--- src/rtl/keypad_scanner.sv ---
// 4x4 matrix keypad scanner with press/release debounce and one-hot key code.
// Ports: clk, reset (sync, active-low), rows (in), cols, new_key, key_pressed_value.
module keypad_scanner #(
  parameter int SCAN_CYCLES     = 1000,
  parameter int DEBOUNCE_CYCLES = 50000
) (
  input  logic        clk,
  input  logic        reset,
  input  logic [3:0]  rows,
  output logic [3:0]  cols,
  output logic        new_key,
  output logic [15:0] key_pressed_value
);

  localparam int DW = $clog2(SCAN_CYCLES);
  localparam int CW = $clog2(DEBOUNCE_CYCLES);
  localparam logic [DW-1:0] DWELL_LAST = DW'(SCAN_CYCLES - 1);
  localparam logic [CW-1:0] CNT_LAST   = CW'(DEBOUNCE_CYCLES - 1);

  typedef enum logic [1:0] {
    S_SCAN,
    S_DEBOUNCE,
    S_HELD,
    S_RELEASE
  } state_t;

  state_t        state_q, state_d;
  logic [3:0]    meta_q, rows_s_q;
  logic [1:0]    col_q, col_d;
  logic [DW-1:0] dwell_q, dwell_d;
  logic [CW-1:0] cnt_q, cnt_d;
  logic [1:0]    row_q, row_d;
  logic [3:0]    pat_q, pat_d;
  logic [3:0]    cols_q, cols_d;
  logic          new_key_q, new_key_d;
  logic [15:0]   val_q, val_d;

  logic [3:0]    low;
  logic          one_low;
  logic [1:0]    row_idx;

  // Rows are active-low: a single pressed key in the driven column
  // shows up as exactly one low bit.
  assign low     = ~rows_s_q;
  assign one_low = (low != 4'd0) && ((low & (low - 4'd1)) == 4'd0);

  always_comb begin
    case (low)
      4'b0010: row_idx = 2'd1;
      4'b0100: row_idx = 2'd2;
      4'b1000: row_idx = 2'd3;
      default: row_idx = 2'd0;
    endcase
  end

  always_comb begin
    state_d   = state_q;
    col_d     = col_q;
    dwell_d   = dwell_q;
    cnt_d     = cnt_q;
    row_d     = row_q;
    pat_d     = pat_q;
    new_key_d = 1'b0;
    val_d     = val_q;
    case (state_q)
      S_SCAN: begin
        // Sample only at the end of the dwell so the synchronizer
        // has caught up with the newly driven column.
        if (dwell_q == DWELL_LAST) begin
          dwell_d = '0;
          if (one_low) begin
            state_d = S_DEBOUNCE;
            row_d   = row_idx;
            pat_d   = rows_s_q;
            cnt_d   = '0;
          end else begin
            col_d = col_q + 2'd1;
          end
        end else begin
          dwell_d = dwell_q + 1'b1;
        end
      end
      S_DEBOUNCE: begin
        if (rows_s_q != pat_q) begin
          state_d = S_SCAN;
          dwell_d = '0;
        end else if (cnt_q == CNT_LAST) begin
          state_d   = S_HELD;
          new_key_d = 1'b1;
          val_d     = 16'd1 << {row_q, col_q};
        end else begin
          cnt_d = cnt_q + 1'b1;
        end
      end
      S_HELD: begin
        if (rows_s_q[row_q]) begin
          state_d = S_RELEASE;
          cnt_d   = '0;
        end
      end
      S_RELEASE: begin
        if (!rows_s_q[row_q]) begin
          state_d = S_HELD;
        end else if (cnt_q == CNT_LAST) begin
          state_d = S_SCAN;
          col_d   = col_q + 2'd1;
          dwell_d = '0;
        end else begin
          cnt_d = cnt_q + 1'b1;
        end
      end
      default: state_d = S_SCAN;
    endcase
    cols_d = ~(4'b0001 << col_d);
  end

  always_ff @(posedge clk) begin
    if (!reset) begin
      meta_q    <= 4'hF;
      rows_s_q  <= 4'hF;
      state_q   <= S_SCAN;
      col_q     <= 2'd0;
      dwell_q   <= '0;
      cnt_q     <= '0;
      row_q     <= 2'd0;
      pat_q     <= 4'hF;
      cols_q    <= 4'b1110;
      new_key_q <= 1'b0;
      val_q     <= 16'h0000;
    end else begin
      meta_q    <= rows;
      rows_s_q  <= meta_q;
      state_q   <= state_d;
      col_q     <= col_d;
      dwell_q   <= dwell_d;
      cnt_q     <= cnt_d;
      row_q     <= row_d;
      pat_q     <= pat_d;
      cols_q    <= cols_d;
      new_key_q <= new_key_d;
      val_q     <= val_d;
    end
  end

  assign cols              = cols_q;
  assign new_key           = new_key_q;
  assign key_pressed_value = val_q;

endmodule

--- config.mk ---
export PLATFORM = sky130hd
export DESIGN_NAME = keypad_scanner
export DESIGN_NICKNAME = d
export VERILOG_FILES = /design/src/rtl/keypad_scanner.sv
export SDC_FILE = /design/constraint.sdc
export NUM_CORES = 1
export LEC_CHECK = 0
export ABC_CLOCK_PERIOD_IN_PS = 3100
export BUFFER_PORTS_ARGS = -buffer_cell sky130_fd_sc_hd__buf_2
export CAP_MARGIN = 30
export CELL_PAD_IN_SITES_DETAIL_PLACEMENT = 1
export CELL_PAD_IN_SITES_GLOBAL_PLACEMENT = 1
export CORE_UTILIZATION = 45
export CTS_CLUSTER_DIAMETER = 100
export DETAILED_ROUTE_END_ITERATION = 12
export PLACE_DENSITY = 0.86
export REMOVE_ABC_BUFFERS = 1
export SLEW_MARGIN = 20
export SYNTH_ARGS = -nofsm -noshare
export SYNTH_HDL_FRONTEND = slang
export SYNTH_SLANG_ARGS = --single-unit
--- constraint.sdc ---
create_clock -name clk -period 3.1 [get_ports clk]
set_clock_uncertainty 0.15 [all_clocks]
set_input_delay 0.155 -clock clk [delete_from_list [all_inputs] [get_ports clk]]
set_output_delay 0.155 -clock clk [all_outputs]
set_load 0.05 [all_outputs]
==> metrics.cfg <==
[logic_synthesis]
ys_types = 57
yosysTopAreaCellShare = 0.432
synth_commonest_cells = dfxtp_1, nand2_1, a21oi_1
synth_area_leaders = dfxtp_1, a22o_1, ha_1
avgSynthCellArea_sq_um = 9.39
synth.cell_area_sq_um = 3010
synthArstFlopShare = 0
ys_warn_count = 0
syn_inst = 321
synth_ff_type = dfxtp_1
ys_ff_latch = 65
yosysSeqAreaShare = 0.432
synth_edf_count = 0
yosys.area.top_type = dfxtp_1
synth.most_common_cell = dfxtp_1

[setup_path]
end_kind = register
path_buf_inv = 0
cp_data_required_time_ps = 3230
critical_path_arrival_ps = 3060
worstSetupPathType = reg -> reg
worst_setup_path_start_kind = register
path_max_fanout = 14
crit_chain = ha_1 > nand4b_1 > or3_4 > o21a_1 > or4_4 > or4_1 > a21oi_1
crit_slowest_cell = or4_4
cpPeakStageDelay_ps = 630
critical-path-top-delay-family = simple AND/OR/NAND/NOR gates

[finish]
antennaDiodeCount = 0
final_util = 0.545
syn2layout_area_growth_pct = 16.1
fillers = 730
seqCellArea_sq_um = 1300
nNetsFinal = 370
multi_input_area_sq_um = 1620
drive_above_1_share = 0.162

[cts]
cts_max_level = 3
cts-buffers-inserted = 9
cts_tree = done
clock_latency_ps = 350
cts-root-buf = clkbuf_8
clock_path_buffers = 2
clk_pin_slew_ps = 80
cts.sinks = 65

[die]
die_h_um = 83.8
num_rows = 29
dieArea_sq_um = 7030
die_w_um = 83.8
initial_core_util = 0.469
io_pins = 27
core_area_sq_um = 6420

[routing]
vias = 2546
vias_per_cell = 5.85
routed_wl_um = 7530
drtIter0Drc = 87
wl_per_cell_um = 17.3
drt_pass1_iterations = 8
detail-route-antenna-nets = 0
remaining_drc_errors = 5

[pwr]
p_per_area_nw_per_um2 = 514
power_frac_clock = 0.494
combPwrFrac = 0.033
vdd_drop_max_v = 0.000310
sw_frac_of_total = 0.219
leakagePower_nw = 1.34
seqPwrFrac = 0.473
power.switching_uw = 393
internal_power_mw = 1.41

[global_route]
overflow = 0
antenna_found_initial = 0
grt_pass1_vias = 2573
grtUsageTotal = 0.228
grt_pass1_wl_um = 12500
grt_max_degree = 24

[sta]
max_slew_margin = 0.620
period_needed_ps = 2930
hold_violations = 0
worstMarginPinSlew_ps = 567
max_freq_ghz = 0.341
finalCritPeriodShare = 0.945
grt_setup_unrepaired = no
tns_ps = 0
setup_viol = 0
final_max_slew_viol_count = 0

[run]
max_cap_viol_count = 0

[status]
violations = design-rule violations
status = finished, violations left

[placed_design]
hpwlAfterDp_um = 5100
gp_congestion = 0.806
io_buffers = 26

[hold_path]
min_path_type = in -> reg

==> power groups by stage <==
stage          clock network (mW)  registers [mW]  logic [mW]
3_3_place_gp                    0           0.869      0.0512
5_1_grt                     0.945           0.852      0.0643
4_1_cts                     0.904           0.851      0.0584
3_5_place_dp                    0           0.870      0.0537
6_report                    0.889           0.851      0.0585
2_1_floorplan                   0           0.868      0.0303
==> final timing paths <==
path	slack, ps	end	depth (start not counted)	from
max	170	cnt_q[15]	7	dwell_q[0]
min	30	pat_q[2]	2	reset
max reg2reg	170	cnt_q[15]	7	dwell_q[0]
min reg2reg	260	rows_s_q[3]	1	meta_q[3]
==> registers in the layout, summed over array words and instances, names as in the netlist <==
name and count:
rows_s_q 4, meta_q 4, cols 4, dwell_q 10, state_q 2, key_pressed_value 16
pat_q 4, row_q 2, cnt_q 16, col_q 2, new_key 1
==> stage by stage <==
| stage | total power, mW | setup WS (ps) | area, sq um | hold slack [ps] | std cells |
|---|---|---|---|---|---|
| 6_report | 1.80 | 171 | 3500 | 31.4 | 435 |
| 5_1_grt | 1.86 | 66.8 | 3500 | 43.2 | 435 |
| 4_1_cts | 1.81 | 110 | 3490 | 25.4 | 435 |
| 3_5_place_dp | 0.924 | 227 | 3200 | 190 | 415 |
| 3_3_place_gp | 0.921 | 302 | 3200 | 186 | 415 |
| 2_1_floorplan | 0.898 | 357 | 2950 | 66.9 | 308 |
==> cell families (layout without fill, tap and decap cells) <==
kind of cell             Yosys count  after routing  share of synthesized area
AO/OA/AOI/OAI                     71             71                      0.170
XOR/XNOR                          14             14                     0.0407
adder cells (fa/ha/maj)           11             11                     0.0457
buffers and inverters             22             59                     0.0336
flip-flops                        65             65                      0.432
multiplexers                       6              6                     0.0241
AND/OR/NAND/NOR                  132            132                      0.254
==> cell type report <==
cell class / instances / area share
inverter: 9 / 0.00966
timing repair buffer: 34 / 0.0572
tap: 77 / 0.0275
clock buffer: 10 / 0.0365
sequential: 65 / 0.372
multi-input combinational: 234 / 0.464
clock inverter: 6 / 0.0333
==> worst reg2reg max path, cell delays in order (launching register included) <==
cell and delay, ps:
dfxtp_1 400, ha_1 270, nand4b_1 140, or3_4 370, o21a_1 250, or4_4 630
or4_1 500, a21oi_1 150
==> cell usage in the layout (no fill, tap or decap), types with 5 or more instances in the layout <==
master and instances:
a21oi_1 18, a22o_1 16, buf_2 26, clkbuf_8 9, dfxtp_1 65, ha_1 11, inv_1 9, mux2i_1 5
nand2_1 31, nand2b_1 10, nand3_1 11, nand4_1 6, nor2_1 17, o211ai_1 5, o21ai_0 10, or3_1 10
or4_1 9, xnor2_1 7, xor2_1 7
==> metal layers <==
metal	vias to the layer above	GRT usage	wire length [um]
met2	41	0.396	3780
met4	0	0.0956	130
met1	1242	0.268	3400
met5	-	0	0
li1	1252	-	-
met3	11	0.0534	217
==> timing repair <==
item,4_1_cts,5_1_grt
hold buffers,4,0
hold endpoints to repair,4,0
setup buffers,0,0
setup endpoints to repair,0,2
gates resized for setup,0,2
No activity file was read; power rests on OpenSTA's default activity.
